### config.mk
export PLATFORM = sky130hd
export DESIGN_NAME = dmem_arbiter_flat
export DESIGN_NICKNAME = d
export VERILOG_FILES = /design/src/rtl/dmem_arb_pkg.sv /design/src/rtl/dmem_arbiter_if.sv /design/src/rtl/dmem_starve_counter.sv /design/src/rtl/dmem_arbiter.sv /design/src/flat_wrapper.sv
export SDC_FILE = /design/constraint.sdc
export NUM_CORES = 1
export LEC_CHECK = 0
export ABC_AREA = 1
export ABC_CLOCK_PERIOD_IN_PS = 2000
export CORE_AREA = 2 2 104 106
export CTS_CLUSTER_SIZE = 24
export DETAILED_ROUTE_END_ITERATION = 10
export DIE_AREA = 0 0 106 108
export PLACE_DENSITY = 0.62
export RECOVER_POWER = 50
export SETUP_SLACK_MARGIN = 0.15
export SLEW_MARGIN = 20
export SYNTH_ARGS = -nofsm -noshare
export SYNTH_HDL_FRONTEND = slang
export SYNTH_SLANG_ARGS = --single-unit
### constraint.sdc
create_clock -name clock -period 2 [get_ports clock]
set_clock_uncertainty 0.05 [all_clocks]
set_input_delay 0.3 -clock clock [delete_from_list [all_inputs] [get_ports clock]]
set_output_delay 0.3 -clock clock [all_outputs]
set_load 0.005 [all_outputs]
### src/rtl/dmem_arb_pkg.sv
// Shared constants and types for the data-memory arbiter.
package dmem_arb_pkg;

  localparam int unsigned ADDR_W_DEF = 12;
  localparam int unsigned DATA_W_DEF = 32;

  typedef enum logic [1:0] {
    OWN_NONE = 2'd0,
    OWN_P    = 2'd1,
    OWN_S    = 2'd2
  } owner_e;

  // Opcodes the memory stage decodes into p_req/p_we.
  localparam logic [4:0] OPC_SW = 5'b00111;
  localparam logic [4:0] OPC_LW = 5'b01000;

endpackage

### src/rtl/dmem_arbiter_if.sv
// Requester-side bundle of the arbiter: pipeline port P and secondary port S.
interface dmem_arbiter_if
  import dmem_arb_pkg::*;
#(
  parameter int unsigned ADDR_W = ADDR_W_DEF,
  parameter int unsigned DATA_W = DATA_W_DEF
) ();

  logic              p_req;
  logic              p_we;
  logic [ADDR_W-1:0] p_addr;
  logic [DATA_W-1:0] p_wdata;
  logic [DATA_W-1:0] p_rdata;
  logic              p_stall;

  logic              s_req;
  logic              s_we;
  logic [ADDR_W-1:0] s_addr;
  logic [DATA_W-1:0] s_wdata;
  logic              s_gnt;
  logic              s_rvalid;
  logic [DATA_W-1:0] s_rdata;

  modport master (
    output p_req, p_we, p_addr, p_wdata, s_req, s_we, s_addr, s_wdata,
    input  p_rdata, p_stall, s_gnt, s_rvalid, s_rdata
  );

  modport slave (
    input  p_req, p_we, p_addr, p_wdata, s_req, s_we, s_addr, s_wdata,
    output p_rdata, p_stall, s_gnt, s_rvalid, s_rdata
  );

endinterface

### src/rtl/dmem_starve_counter.sv
// Saturating count of consecutive denied S cycles; starve_o forces the next S grant.
module dmem_starve_counter #(
  parameter int unsigned STARVE_LIMIT = 4
) (
  input  logic clock,
  input  logic reset,
  input  logic s_req_i,
  input  logic s_gnt_i,
  output logic starve_o
);

  localparam logic [3:0] Limit = 4'(STARVE_LIMIT);

  logic [3:0] cnt_q, cnt_d;

  always_comb begin
    cnt_d = cnt_q;
    if (!s_req_i || s_gnt_i) begin
      cnt_d = '0;
    end else if (cnt_q != Limit) begin
      cnt_d = cnt_q + 4'd1;
    end
  end

  always_ff @(posedge clock) begin
    if (reset) begin
      cnt_q <= '0;
    end else begin
      cnt_q <= cnt_d;
    end
  end

  assign starve_o = (cnt_q == Limit);

endmodule

### src/rtl/dmem_arbiter.sv
// Single-port dmem arbiter: pipeline P has priority, S is forced through after starvation.
// Optional stall-cycle counter enabled by DMEM_ARB_STALL_CNT_EN.
module dmem_arbiter
  import dmem_arb_pkg::*;
#(
  parameter int unsigned ADDR_W       = ADDR_W_DEF,
  parameter int unsigned DATA_W       = DATA_W_DEF,
  parameter int unsigned STARVE_LIMIT = 4
) (
  input  logic              clock,
  input  logic              reset,
  dmem_arbiter_if.slave     bus,
  output logic [ADDR_W-1:0] address_dmem,
  output logic [DATA_W-1:0] d_dmem,
  output logic              wren,
  input  logic [DATA_W-1:0] q_dmem,
  output logic [31:0]       stall_count
);

  logic   starve;
  logic   s_win;
  logic   p_stall;
  owner_e owner_q, owner_d;
  logic   s_rd_q, s_rd_d;

  dmem_starve_counter #(
    .STARVE_LIMIT (STARVE_LIMIT)
  ) u_starve (
    .clock    (clock),
    .reset    (reset),
    .s_req_i  (bus.s_req),
    .s_gnt_i  (s_win),
    .starve_o (starve)
  );

  // Grant depends only on inputs and registered starve, never on p_stall.
  assign s_win   = bus.s_req & (~bus.p_req | starve);
  assign p_stall = bus.p_req & s_win;

  assign bus.s_gnt   = s_win;
  assign bus.p_stall = p_stall;

  always_comb begin
    address_dmem = bus.p_addr;
    d_dmem       = bus.p_wdata;
    wren         = bus.p_req & bus.p_we;
    if (s_win) begin
      address_dmem = bus.s_addr;
      d_dmem       = bus.s_wdata;
      wren         = bus.s_we;
    end
  end

  always_comb begin
    owner_d = OWN_NONE;
    if (s_win) begin
      owner_d = OWN_S;
    end else if (bus.p_req) begin
      owner_d = OWN_P;
    end
    s_rd_d = s_win & ~bus.s_we;
  end

  always_ff @(posedge clock) begin
    if (reset) begin
      owner_q <= OWN_NONE;
      s_rd_q  <= 1'b0;
    end else begin
      owner_q <= owner_d;
      s_rd_q  <= s_rd_d;
    end
  end

  assign bus.s_rvalid = s_rd_q & (owner_q == OWN_S);
  assign bus.s_rdata  = q_dmem;
  assign bus.p_rdata  = q_dmem;

`ifdef DMEM_ARB_STALL_CNT_EN
  logic [31:0] stall_cnt_q;

  always_ff @(posedge clock) begin
    if (reset) begin
      stall_cnt_q <= '0;
    end else if (p_stall && (stall_cnt_q != 32'hFFFF_FFFF)) begin
      stall_cnt_q <= stall_cnt_q + 32'd1;
    end
  end

  assign stall_count = stall_cnt_q;
`else
  assign stall_count = '0;
`endif

endmodule
### src/flat_wrapper.sv
// flat-port wrapper written by rule: the top's interface ports become plain ports
module dmem_arbiter_flat import dmem_arb_pkg::*;
#(
  parameter int unsigned ADDR_W       = ADDR_W_DEF,
  parameter int unsigned DATA_W       = DATA_W_DEF,
  parameter int unsigned STARVE_LIMIT = 4
)
  (clock, reset, address_dmem, d_dmem, wren, q_dmem, stall_count, bus_p_req, bus_p_we, bus_p_addr, bus_p_wdata, bus_s_req, bus_s_we, bus_s_addr, bus_s_wdata, bus_p_rdata, bus_p_stall, bus_s_gnt, bus_s_rvalid, bus_s_rdata);
  dmem_arbiter_if #(.ADDR_W(ADDR_W), .DATA_W(DATA_W)) bus_i ();
  input  logic clock;
  input  logic reset;
  output logic [ADDR_W-1:0] address_dmem;
  output logic [DATA_W-1:0] d_dmem;
  output logic wren;
  input  logic [DATA_W-1:0] q_dmem;
  output logic [31:0] stall_count;
  input wire logic [$bits(bus_i.p_req)-1:0] bus_p_req;
  input wire logic [$bits(bus_i.p_we)-1:0] bus_p_we;
  input wire logic [$bits(bus_i.p_addr)-1:0] bus_p_addr;
  input wire logic [$bits(bus_i.p_wdata)-1:0] bus_p_wdata;
  input wire logic [$bits(bus_i.s_req)-1:0] bus_s_req;
  input wire logic [$bits(bus_i.s_we)-1:0] bus_s_we;
  input wire logic [$bits(bus_i.s_addr)-1:0] bus_s_addr;
  input wire logic [$bits(bus_i.s_wdata)-1:0] bus_s_wdata;
  output wire logic [$bits(bus_i.p_rdata)-1:0] bus_p_rdata;
  output wire logic [$bits(bus_i.p_stall)-1:0] bus_p_stall;
  output wire logic [$bits(bus_i.s_gnt)-1:0] bus_s_gnt;
  output wire logic [$bits(bus_i.s_rvalid)-1:0] bus_s_rvalid;
  output wire logic [$bits(bus_i.s_rdata)-1:0] bus_s_rdata;
  assign bus_i.p_req = bus_p_req;
  assign bus_i.p_we = bus_p_we;
  assign bus_i.p_addr = bus_p_addr;
  assign bus_i.p_wdata = bus_p_wdata;
  assign bus_i.s_req = bus_s_req;
  assign bus_i.s_we = bus_s_we;
  assign bus_i.s_addr = bus_s_addr;
  assign bus_i.s_wdata = bus_s_wdata;
  assign bus_p_rdata = bus_i.p_rdata;
  assign bus_p_stall = bus_i.p_stall;
  assign bus_s_gnt = bus_i.s_gnt;
  assign bus_s_rvalid = bus_i.s_rvalid;
  assign bus_s_rdata = bus_i.s_rdata;
  dmem_arbiter #(.ADDR_W(ADDR_W), .DATA_W(DATA_W), .STARVE_LIMIT(STARVE_LIMIT)) u_core (.clock(clock), .reset(reset), .bus(bus_i), .address_dmem(address_dmem), .d_dmem(d_dmem), .wren(wren), .q_dmem(q_dmem), .stall_count(stall_count));
endmodule
==> reports/results.tsv <==
stage	metric	value	unit
routing	Wirelength per Cell	13.6	µm
critical_path	reg2reg setup slack	0.63	ns
global_routing	initial antenna violation count	0	
critical_path	Critical Path RT	1.65	ns
power_and_ir_drop	switching portion of total power	31.6	%
final_layout	Nets	524	
timing	RSZ-0062 raised after global routing	true	
critical_path	Max Fanout on Critical Path	6	
synthesis	Yosys top cell area share	42.9	%
flow_run	MaxCap Viol Count	0	
routing	drt drc	0	
routing	first-pass iteration count of the detailed router	4	
routing	via count	2062	
global_routing	GRT Total Usage	11.5	%
critical_path	Crit path arrival time	1.63	ns
timing	max-slew violation count	0	
placement	Final HPWL DP	4.65	mm
final_layout	Area Overhead vs Synth	99.9	%
timing	final worst path period share	99.0	%
placement	dpl cells	502	
placement	I/O Buffers	141	
timing	final hold viol count	0	
synthesis	unique cell type count in the Yosys netlist	16	
global_routing	largest net degree at the start of global routing	25	
power_and_ir_drop	Reg power frac	14.7	%
final_layout	total inserted antenna cells	0	
synthesis	Seq cells post-synth	7	
final_layout	layout cells sized above 1	38.7	%
routing	Via density	3.88	
outcome	status	finished clean	
synthesis	largest cells by area after synthesis	buf_4 43%, nand2_1 21%, nand3_1 14%, dfxtp_1 8.2%, buf_6 2.6%	
clock_network	clk buf depth	2	
global_routing	vias in the first global route	2056	
floorplan	Die H	108	µm
floorplan	total core area	10200	µm²
critical_path	Critical Path Start Type	flop	
clock_network	CTS H-Tree Depth	1	
critical_path	worst r2r path cells	10	
routing	Total Routed Length	7.22	mm
critical_path	crit-path most repeated cell	buf_12	
critical_path	largest stage delay on the critical path	0.32	ns
power_and_ir_drop	Psw	0.313	mW
timing	endpoints failing setup	0	
floorplan	IO Pins	270	
floorplan	Initial Utilization	16.8	%
critical_path	CP Cell Sequence	inv_2 -> ha_4 -> nand3_4 -> nand2_4 -> buf_12 -> buf_6 -> buf_12 -> buf_4 -> nand3_1 -> nand2_1 -> buf_2	
timing	crit path time final	1.98	ns
timing	achievable frequency	505	MHz
power_and_ir_drop	design internal power	0.679	mW
placement	Placer Congestion	0.703	
critical_path	crit end category	output pin	
clock_network	Clk pin slew, worst setup/hold paths	0.04	ns
global_routing	first-pass GRT wire length	10.5	mm
power_and_ir_drop	Tot Pwr	0.992	mW
final_layout	post-route cell area	3430	µm²
floorplan	die area	11400	µm²
critical_path	Crit-path slowest cell	dfxtp_2	
clock_network	CTS Sinks	7	
synthesis	Yosys top cell by area	buf_4	
min_path	hold endpoint	u_core.u_starve.cnt_q[0]	
clock_network	CTS tree	yes	
clock_network	Clock Latency Late Sink	0.22	ns
floorplan	# rows	37	
synthesis	Seq/Total Area, Yosys	8.16	%
synthesis	Mapped Cells	290	
synthesis	Mean Syn Cell Area	5.92	µm²
critical_path	Reg2Reg Launch Point	u_core.u_starve.cnt_q[0]	
power_and_ir_drop	Comb pwr share	65.9	%
clock_network	Root Buffer	clkbuf_8	
min_path	Hold Crit Class	reg -> reg	
power_and_ir_drop	pwr/cell area	289	nW/µm²
final_layout	fill cell count	1098	
power_and_ir_drop	Max VDD drop	0.293	mV
final_layout	most common cell after layout, fill and taps aside	clkdlybuf4s50_1	
placement	placed inst area	2760	µm²
synthesis	synthesized cell area	1720	µm²
final_layout	most frequent cells in the layout	93 x clkdlybuf4s50_1, 75 x nand2_1, 39 x buf_2	
critical_path	Critical R2R Capture	u_core.owner_q[0]	
min_path	hold-critical path depth	2	
final_layout	final std cells w/o fill	531	
global_routing	remaining global-route overflow	0	
floorplan	die width	106	µm
synthesis	synthesis warning total	0	
min_path	hold_sp	u_core.u_starve.cnt_q[0]	
routing	Final ANT Viol Nets	0	
critical_path	critical path class	reg -> out	
clock_network	TritonCTS buffer count	3	
power_and_ir_drop	Static Leakage	1.64	nW
power_and_ir_drop	Clk pwr share	19.5	%
routing	starting DRC count in detailed routing	85	
## power groups by stage
stage	Clock, mW	Combinational (mW)	Sequential, mW
after floorplan	0	0.302	0.147
after global placement	0	0.524	0.147
after detailed placement	0	0.528	0.147
after CTS	0.200	0.630	0.145
after global routing	0.212	0.702	0.145
final	0.193	0.653	0.145
## per-stage QoR
step / setup slack (ns) / TNS (ns) / utilization [%] / hold slack (ns)
after global routing: -0.0552 / -1.19 / 33.5 / 0.488
after detailed placement: -0.243 / -8.97 / 26.9 / 0.472
after global placement: -0.232 / -8.69 / 26.9 / 0.457
final: 0.0196 / 0 / 33.5 / 0.471
after CTS: -0.0148 / -0.0268 / 32.4 / 0.472
after floorplan: 0.508 / 0 / - / 0.329
## cells in the mapped netlist
library cell	number
buf_2	6
buf_4	98
buf_6	4
clkbuf_1	1
conb_1	1
dfxtp_1	7
ha_1	2
inv_1	10
nand2_1	96
nand2_4	2
nand3_1	49
nand3_2	1
nand4_1	1
nor2_1	10
nor3_1	1
xnor2_1	1
## state kept, by name, indices dropped and copies added (netlist names)
register,flops
u_core.owner_q,2
u_core.s_rd_q,1
u_core.u_starve.cnt_q,4
## worst max path at each step
stage,start,end,slack [ns],cells after the start
2_1_floorplan,u_core.u_starve.cnt_q[0],address_dmem[0],0.51,8
3_3_place_gp,bus_p_req,d_dmem[31],-0.23,7
3_5_place_dp,bus_p_req,d_dmem[11],-0.24,7
4_1_cts,u_core.u_starve.cnt_q[1],address_dmem[10],-0.01,11
5_1_grt,u_core.u_starve.cnt_q[1],address_dmem[10],-0.06,11
6_report,u_core.u_starve.cnt_q[0],address_dmem[10],0.02,11
## cells by family (layout without fill, tap and decap cells)
logic type                 after synthesis  in the layout  share of synthesized area [%]
adders and majority gates                2              2                           1.46
buffers and inverters                  119            193                           49.6
and+or+nand+nor                        160            160                           40.0
xor gates and xnor gates                 1              1                          0.510
DFF                                      7              7                           8.16
other                                    1             32                          0.218
## worst max-delay path: cells and delay by family (launching register included)
kind          cells  cell delay [ns]
simple gates      4             0.25
fa+ha+maj         1             0.16
buf+inv           6             0.67
flops             1             0.32
## cell type report
cell class	count	area, µm²	area share, %
sequential	7	143	4.16
multi-input combinational	195	1160	33.8
timing repair buffer	179	1880	54.7
clock buffer	4	45.0	1.31
inverter	10	37.5	1.09
tap	136	170	4.96
## per-layer routing
layer	vias up	part of all wire, %	global-route usage, %
li1	997	-	-
met1	921	37	12.3
met2	118	52	22.6
met3	26	9.3	3.01
met4	0	2.3	2.73
met5	-	0	0
## what timing repair did
item                                    in CTS  in global routing
setup buffers                               14                  1
cloned                                      10                  0
resized for setup                          243                 31
endpoints found under the setup margin      47                 47
pin swaps                                   21                 18
hold buffers                                 0                  0
(Power assumes the default switching activity.)
